[src/rtl/hazard_stall_unit_pkg.sv]
// Shared CPU package: register constants and the in-flight writer scoreboard entry.
package hazard_stall_unit_pkg;

  localparam logic [4:0] REG_X0 = 5'd0;

  typedef struct packed {
    logic       v;
    logic [4:0] rd;
  } sb_entry_t;

  localparam sb_entry_t SB_EMPTY = '{v: 1'b0, rd: REG_X0};

  // A valid entry targeting x0 never produces a value anyone can wait on.
  function automatic logic sb_is_writer(input logic v, input logic [4:0] rd);
    return v & (rd != REG_X0);
  endfunction

endpackage

[src/rtl/hazard_stall_unit_sb_match.sv]
// Compares one ID source register against one scoreboard entry.
module sb_match
  import hazard_stall_unit_pkg::*;
(
  input  logic [4:0] rs_i,
  input  logic       used_i,
  input  logic       ent_v_i,
  input  logic [4:0] ent_rd_i,
  output logic       hit_o
);

  assign hit_o = used_i & (rs_i != REG_X0) & sb_is_writer(ent_v_i, ent_rd_i)
               & (rs_i == ent_rd_i);

endmodule

[src/rtl/hazard_stall_unit.sv]
// RAW interlock for the stall-only five-stage pipeline: tracks EX/MEM writers,
// drives hold/flush/bubble controls and counts interlock stall cycles.
module hazard_stall_unit
  import hazard_stall_unit_pkg::*;
#(
  parameter int CNT_W = 16
) (
  input  logic             clk,
  input  logic             rst_n,
  input  logic             id_valid,
  input  logic [4:0]       id_rs1,
  input  logic [4:0]       id_rs2,
  input  logic [4:0]       id_rd,
  input  logic             Rs1_used,
  input  logic             Rs2_used,
  input  logic             RegWrite,
  input  logic             ex_redirect,
  input  logic             MIO_ready,
  output logic             stall_pc,
  output logic             stall_ifid,
  output logic             flush_ifid,
  output logic             bubble_idex,
  output logic [CNT_W-1:0] stall_cnt
);

  localparam logic [CNT_W-1:0] CNT_ONE = {{(CNT_W-1){1'b0}}, 1'b1};

  sb_entry_t        ex_q, ex_d, mem_q, mem_d;
  logic [CNT_W-1:0] cnt_q, cnt_d;
  logic             hit1_ex, hit1_mem, hit2_ex, hit2_mem;
  logic             haz;

  sb_match u_rs1_ex  (.rs_i(id_rs1), .used_i(Rs1_used), .ent_v_i(ex_q.v),
                      .ent_rd_i(ex_q.rd),  .hit_o(hit1_ex));
  sb_match u_rs1_mem (.rs_i(id_rs1), .used_i(Rs1_used), .ent_v_i(mem_q.v),
                      .ent_rd_i(mem_q.rd), .hit_o(hit1_mem));
  sb_match u_rs2_ex  (.rs_i(id_rs2), .used_i(Rs2_used), .ent_v_i(ex_q.v),
                      .ent_rd_i(ex_q.rd),  .hit_o(hit2_ex));
  sb_match u_rs2_mem (.rs_i(id_rs2), .used_i(Rs2_used), .ent_v_i(mem_q.v),
                      .ent_rd_i(mem_q.rd), .hit_o(hit2_mem));

  assign haz = id_valid & (hit1_ex | hit1_mem | hit2_ex | hit2_mem);

  // Control priority: memory freeze, then redirect, then interlock, then issue.
  always_comb begin
    stall_pc    = 1'b0;
    stall_ifid  = 1'b0;
    flush_ifid  = 1'b0;
    bubble_idex = 1'b0;
    ex_d        = ex_q;
    mem_d       = mem_q;
    cnt_d       = cnt_q;
    if (!MIO_ready) begin
      stall_pc   = 1'b1;
      stall_ifid = 1'b1;
    end else if (ex_redirect) begin
      flush_ifid  = 1'b1;
      bubble_idex = 1'b1;
      mem_d       = ex_q;
      ex_d        = SB_EMPTY;
    end else if (haz) begin
      stall_pc    = 1'b1;
      stall_ifid  = 1'b1;
      bubble_idex = 1'b1;
      mem_d       = ex_q;
      ex_d        = SB_EMPTY;
      if (cnt_q != '1) begin
        cnt_d = cnt_q + CNT_ONE;
      end else begin
        cnt_d = cnt_q;
      end
    end else begin
      mem_d = ex_q;
      ex_d  = '{v: id_valid & RegWrite, rd: id_rd};
    end
  end

  // Scoreboard and stall counter registers.
  always_ff @(posedge clk) begin
    if (!rst_n) begin
      ex_q  <= SB_EMPTY;
      mem_q <= SB_EMPTY;
      cnt_q <= '0;
    end else begin
      ex_q  <= ex_d;
      mem_q <= mem_d;
      cnt_q <= cnt_d;
    end
  end

  assign stall_cnt = cnt_q;

endmodule
[config.mk]
export PLATFORM = sky130hd
export DESIGN_NAME = hazard_stall_unit
export DESIGN_NICKNAME = d
export VERILOG_FILES = /design/src/rtl/hazard_stall_unit_pkg.sv /design/src/rtl/hazard_stall_unit_sb_match.sv /design/src/rtl/hazard_stall_unit.sv
export SDC_FILE = /design/constraint.sdc
export NUM_CORES = 1
export LEC_CHECK = 0
export CAP_MARGIN = 20
export CELL_PAD_IN_SITES_DETAIL_PLACEMENT = 1
export CELL_PAD_IN_SITES_GLOBAL_PLACEMENT = 1
export CORE_ASPECT_RATIO = 2
export CORE_MARGIN = 4
export CORE_UTILIZATION = 35
export DETAILED_ROUTE_END_ITERATION = 16
export GPL_TIMING_DRIVEN = 0
export PLACE_DENSITY = 0.83
export SYNTH_ARGS = -nofsm -noshare
export SYNTH_HDL_FRONTEND = slang
export SYNTH_SLANG_ARGS = --single-unit
export TNS_END_PERCENT = 100
[constraint.sdc]
create_clock -name clk -period 3 [get_ports clk]
set_input_delay 0.6 -clock clk [delete_from_list [all_inputs] [get_ports clk]]
set_output_delay 0.6 -clock clk [all_outputs]
set_load 0.02 [all_outputs]
==> impl_metrics.yaml, run 1 <==
worst_setup_path:
  worst_ep_arrival_time_ps: 2320
  setup.worst_path.end_class: "output port"
  critical_path.max_stage_delay_ps: 550
  worst-endpoint-required_ps: 2400
  critical_path.cell_chain: "buf_2 -> or4_4 -> o21ai_4 -> nor4_4 -> nor2_1 -> o22a_2 -> buf_12 -> o21ai_2 -> buf_4 -> buf_4"
  worst_path_most_repeated_cell: "sky130_fd_sc_hd__buf_4"
  crit_path_top_delay_cell: "sky130_fd_sc_hd__or4_4"
  critPathKind: "in -> out"
  timing.critical_path.fanout_max: 3
  critPathBufInv: 4
  path_delay_family: "simple AND/OR/NAND/NOR gates"
  startpoint_type: "input port"
power_and_ir_drop:
  combinational_power_share_pct: 15.3
  total_leakage_power_nw: 0.731
  power_density_over_cell_area_nw_per_um2: 317
  vdd_ir_drop_max_mv: 0.207
  switching_share_pct: 25.7
  clock_power_share_pct: 29.3
  p_seq_share_pct: 55.4
  internal-power_uw: 514
  power.net_switching_uw: 178
clocking:
  clock_path_buffers: 2
  tritoncts_num_sinks: 28
  htreeDepth: 1
  clock_latency_ps: 270
  clkTransAtPathRegs_ps: 90
  ctsRootBufferMaster: "sky130_fd_sc_hd__clkbuf_8"
  cts_inserted_buffers: 3
  tritoncts: "done"
  holdBufCountCts: 0
logic_synthesis:
  ys_top_cells_by_count: "28 x sky130_fd_sc_hd__dfxtp_1, 18 x sky130_fd_sc_hd__nor2_1, 17 x sky130_fd_sc_hd__nand2_1, 13 x sky130_fd_sc_hd__mux2i_1, 12 x sky130_fd_sc_hd__xnor2_1"
  synth-async-reset-ratio_pct: 0
  post-synth-top-area-cell: "sky130_fd_sc_hd__dfxtp_1"
  syn_area_per_cell_um2: 8.58
  netlist-cell-type-count: 34
  synth_cells: 190
  syn_area_um2: 1630
  synth_warnings: 0
  synth_largest_type_area_fraction_pct: 34.4
  synth.top_cells.by_area: "sky130_fd_sc_hd__dfxtp_1 34%, sky130_fd_sc_hd__mux2i_1 8.0%, sky130_fd_sc_hd__xnor2_1 6.4%"
  ys_ff_latch: 28
  mappedNetlistNets: 214
  synth-edff-count: 0
  sequential_to_total_area_share_from_yosys_stat_pct: 34.4
  synth_most_common_cell: "sky130_fd_sc_hd__dfxtp_1"
  synth_ff_type: "sky130_fd_sc_hd__dfxtp_1"
detailed_routing:
  drt-wirelength-per-cell_um: 17.9
  final_antenna_net_count: 0
  number_of_vias_per_cell: 5.73
  num_vias: 1656
  wirelength_mm: 5.17
  drc: 0
  detail_route.first_pass.iterations: 4
  detail_route.iter0.violations: 14
die:
  boundaryPins: 43
  std_cell_rows: 34
  coreArea_um2: 4420
  floorplan.die.height_um: 105
  die_area_um2: 5880
  initial_core_util_pct: 36.8
  die_width_um: 56.3
sta:
  finalSetupViolations: 0
  timing.final.crit_period_ps: 2920
  final_hold_viol_count: 0
  fin_setup_tns_ps: 0
  achievable-frequency_ghz: 0.342
  grt_setup_unrepaired: "false"
  drv_slew: 0
  slew_worst_pin_ps: 584
  finalClockSkew_ps: 3.20
  finalCritPeriodShare_pct: 97.3
  max_slew_headroom_pct: 60.9
run_status:
  status: "complete, no violations"
finish:
  synthToLayoutAreaGrowth_pct: 33.8
  layout.cells.non_filler: 289
  antenna_cells: 0
  drive_above_1_share_pct: 13.2
  layout.nets: 261
place:
  place.detailed.instances: 285
  detailedPlacementHpwl_mm: 4.02
  port_buffers: 41
  gpl.final_weighted_congestion: 0.844
flow_run:
  cap_viol_max_count: 0
global_routing:
  gr-usage-all-layers_pct: 18.7
  grt_first_pass_wirelength_mm: 8.82
  first_global_vias: 1830
  initial_antenna_violation_count: 0
  grt_start_max_net_pins: 18
  globalRoute.totalOverflow: 0
min_path:
  min_path_type: "reg -> reg"
## path summary, 6_finish.rpt
check / from / end / slack [ps] / cells after the start
setup reg to reg: mem_q[2]$_SDFFE_PN0P_ / stall_cnt[7]$_SDFFE_PN0P_ / 480 / 9
hold / removal: stall_cnt[6]$_SDFFE_PN0P_ / stall_cnt[6]$_SDFFE_PN0P_ / 500 / 2
setup / recovery: id_rs1[3] / stall_pc / 80 / 10
hold reg to reg: stall_cnt[6]$_SDFFE_PN0P_ / stall_cnt[6]$_SDFFE_PN0P_ / 500 / 2
## timing repair
action,4_1_cts,5_1_grt
setup endpoints to repair,3,3
cloned,0,0
pin swaps,10,7
buffers inserted,2,0
resized for setup,44,13
## power groups by stage
| stage | sequential [mW] | clock (mW) | combinational [mW] |
|---|---|---|---|
| 6_report | 0.383 | 0.203 | 0.106 |
| 5_1_grt | 0.384 | 0.221 | 0.116 |
| 4_1_cts | 0.383 | 0.208 | 0.108 |
| 3_5_place_dp | 0.392 | 0 | 0.105 |
| 3_3_place_gp | 0.392 | 0 | 0.103 |
| 2_1_floorplan | 0.389 | 0 | 0.0516 |
## cell type report
cell class                 count  area, um^2
inverter                       5        18.8
fill                         550        2240
multi-input combinational    147        1060
timing repair buffer          43         374
buffer                         9        57.6
sequential                    28         561
tap                           54        67.6
clock buffer                   3        41.3
## layout by cell type (no fill, tap or decap), drive strengths merged, types with 9 or more instances in the layout
cell           synthesis  routed
nor4                   9       9
buf                    6      13
dfxtp                 28      28
clkbuf                 4      12
clkdlybuf4s50          0      27
nor2                  18      18
nand2                 17      17
xnor2                 12      12
a21oi                 10      10
mux2i                 13      13
## cells by family (layout without fill, tap and decap cells)
group | after synthesis | count (layout) | synth area share (%)
flip-flops | 28 | 28 | 34.4
multiplexers | 13 | 13 | 7.98
XOR/XNOR | 20 | 20 | 10.7
buffers and inverters | 15 | 60 | 4.60
adder cells (fa/ha/maj) | 1 | 1 | 0.767
AO/OA/AOI/OAI | 31 | 31 | 13.5
AND/OR/NAND/NOR | 82 | 82 | 28.0
## worst min-delay path: stages, from the launching register on
cell,delay (ps)
sky130_fd_sc_hd__dfxtp_1,340
sky130_fd_sc_hd__nand2_1,60
sky130_fd_sc_hd__mux2i_1,50
## registers in the layout, summed over array words and instances, names as in the netlist
register	cells
stall_cnt	16
mem_q	6
ex_q	6
## per-stage QoR
| stage | power (mW) | hold WS (ps) | cell area [um^2] | setup slack [ps] | util (%) |
|---|---|---|---|---|---|
| 2_1_floorplan | 0.441 | 454 | 1630 | 140 | - |
| 3_3_place_gp | 0.495 | 481 | 2110 | -909 | 47.7 |
| 5_1_grt | 0.722 | 543 | 2180 | 5.16 | 49.3 |
| 3_5_place_dp | 0.498 | 487 | 2110 | -968 | 47.7 |
| 6_report | 0.692 | 498 | 2180 | 79.8 | 49.3 |
| 4_1_cts | 0.700 | 503 | 2210 | -4.51 | 49.9 |
## per-layer routing
layer  up-vias  routed length [um]  GRT usage (%)
li1        796                   -              -
met1       803                1830           17.8
met2        44                3020           37.8
met3        13                 157           2.73
met4         0                 159           7.64
met5         -                   0              0
Note: power is estimated with default switching activity, not from simulation.
==> run 2: changes to the inputs <==
Settings changed: CELL_PAD_IN_SITES_DETAIL_PLACEMENT 1 to not set, CELL_PAD_IN_SITES_GLOBAL_PLACEMENT 1 to not set, CORE_UTILIZATION 35 to 48, CTS_CLUSTER_SIZE set to 14, PLACE_DENSITY 0.83 to 0.84.
==> impl_metrics.yaml, run 2 (synthesis results as in run 1) <==
finish:
  number_of_flip_flops_under_the_largest_register_name: 16
  synthToLayoutAreaGrowth_pct: 32.4
  mostFrequentLayoutCells: "28 x sky130_fd_sc_hd__dfxtp_1, 28 x sky130_fd_sc_hd__clkdlybuf4s50_1, 18 x sky130_fd_sc_hd__nor2_1, 17 x sky130_fd_sc_hd__nand2_1, 13 x sky130_fd_sc_hd__mux2i_1"
  layout.nets: 262
  antenna_cells: 0
  postLayoutCoreUtil_pct: 66.8
  drive_above_1_share_pct: 8.90
worst_setup_path:
  critPathKind: "in -> out"
  reg2reg_from: "ex_q[4]$_SDFFE_PN0P_"
  worst_ep_arrival_time_ps: 2390
  worst-endpoint-required_ps: 2400
  timing.critical_path.fanout_max: 4
  startpoint_type: "input port"
  setup.worst_path.start: "id_rs1[4]"
  setup.worst_path.end_class: "output port"
global_routing:
  gr-usage-all-layers_pct: 21.3
  globalRoute.totalOverflow: 0
  initial_antenna_violation_count: 0
  grt_first_pass_wirelength_mm: 7.61
  grt_start_max_net_pins: 16
  first_global_vias: 1564
place:
  gpl.final_weighted_congestion: 0.875
  pre_cts_ws_ps: -893
  port_buffers: 41
  detailedPlacementHpwl_mm: 3.37
detailed_routing:
  wirelength_mm: 4.52
  drc: 0
  detail_route.iter0.violations: 35
  number_of_vias_per_cell: 5.97
  final_antenna_net_count: 0
  detail_route.first_pass.iterations: 4
  num_vias: 1593
  drt-wirelength-per-cell_um: 16.9
sta:
  finalCritPeriodShare_pct: 99.6
  finalClockSkew_ps: 2.59
  setup_ws_ps: 11.2
  timing.final.crit_period_ps: 2990
  slew_worst_pin_ps: 629
  grt_setup_unrepaired: "true"
  finalSetupViolations: 0
  achievable-frequency_ghz: 0.335
  hold_slack_ps: 497
  max_slew_headroom_pct: 57.9
  final_hold_viol_count: 0
  drv_slew: 0
die:
  floorplan.die.height_um: 90.4
  std_cell_rows: 29
  die_area_um2: 4450
  initial_core_util_pct: 50.5
  boundaryPins: 43
  die_width_um: 49.2
  coreArea_um2: 3230
clocking:
  ctsRootBufferMaster: "sky130_fd_sc_hd__clkbuf_8"
  clock_latency_ps: 270
  tritoncts_num_sinks: 28
  clkTransAtPathRegs_ps: 90
  htreeDepth: 1
  tritoncts: "done"
  cts_inserted_buffers: 3
  clock_path_buffers: 2
power_and_ir_drop:
  power_density_over_cell_area_nw_per_um2: 318
  total_leakage_power_nw: 0.725
  vdd_ir_drop_max_mv: 0.304
min_path:
  min_path_type: "reg -> reg"
  hold_sp: "stall_cnt[6]$_SDFFE_PN0P_"
run_status:
  status: "complete, no violations"
flow_run:
  cap_viol_max_count: 0
-- run 2: metrics by stage --
stage	power [mW]	instance area, um^2	setup TNS, ps	cells
finish	0.687	2160	0	267
global route	0.718	2160	-107	267
CTS	0.691	2160	0	267
detailed placement	0.494	2080	-2430	262
global placement	0.492	2080	-2410	262
floorplan	0.441	1630	0	190
-- run 2: final timing paths --
path         slack (ps)                   endpoint  depth (start not counted)
max                  10                   stall_pc                         10
min reg2reg         500  stall_cnt[6]$_SDFFE_PN0P_                          2
max reg2reg         620  stall_cnt[5]$_SDFFE_PN0P_                          9
min                 500  stall_cnt[6]$_SDFFE_PN0P_                          2
-- run 2: what timing repair did --
item / 4_1_cts / 5_1_grt
hold buffers: 0 / 0
endpoints found under the hold margin: 0 / 0
resized for setup: 31 / 1
endpoints found under the setup margin: 3 / 3
pin swaps: 6 / 2
buffers inserted: 3 / 0
-- run 2: worst max-delay path: stages --
cell and delay [ps]:
sky130_fd_sc_hd__clkdlybuf4s15_1 220, sky130_fd_sc_hd__or4_4 570, sky130_fd_sc_hd__o21ai_4 190, sky130_fd_sc_hd__nor4_2 80
sky130_fd_sc_hd__nor2_1 90, sky130_fd_sc_hd__o22a_2 170, sky130_fd_sc_hd__buf_8 110, sky130_fd_sc_hd__o21ai_1 60
sky130_fd_sc_hd__buf_4 140, sky130_fd_sc_hd__buf_4 150
-- run 2: layout make-up --
cell class	instances	area [um^2]
Fill cell	275	1070
Multi-Input combinational cell	147	1030
Sequential cell	28	561
Timing Repair Buffer	44	419
Buffer	9	52.6
Clock buffer	3	41.3
Tap cell	31	38.8
Inverter	5	18.8
-- run 2: per-layer routing --
metal	wire length [um]	GRT usage, %	up-vias
met4	77	8.31	0
met2	2580	39.8	47
li1	-	-	804
met3	165	2.64	6
met1	1700	23.3	736
met5	0	0	-
-- run 2: power breakdown --
part           switching, mW  internal, mW
clock network          0.112        0.0901
registers            0.00741         0.376
logic                 0.0519        0.0497
total                  0.171         0.516
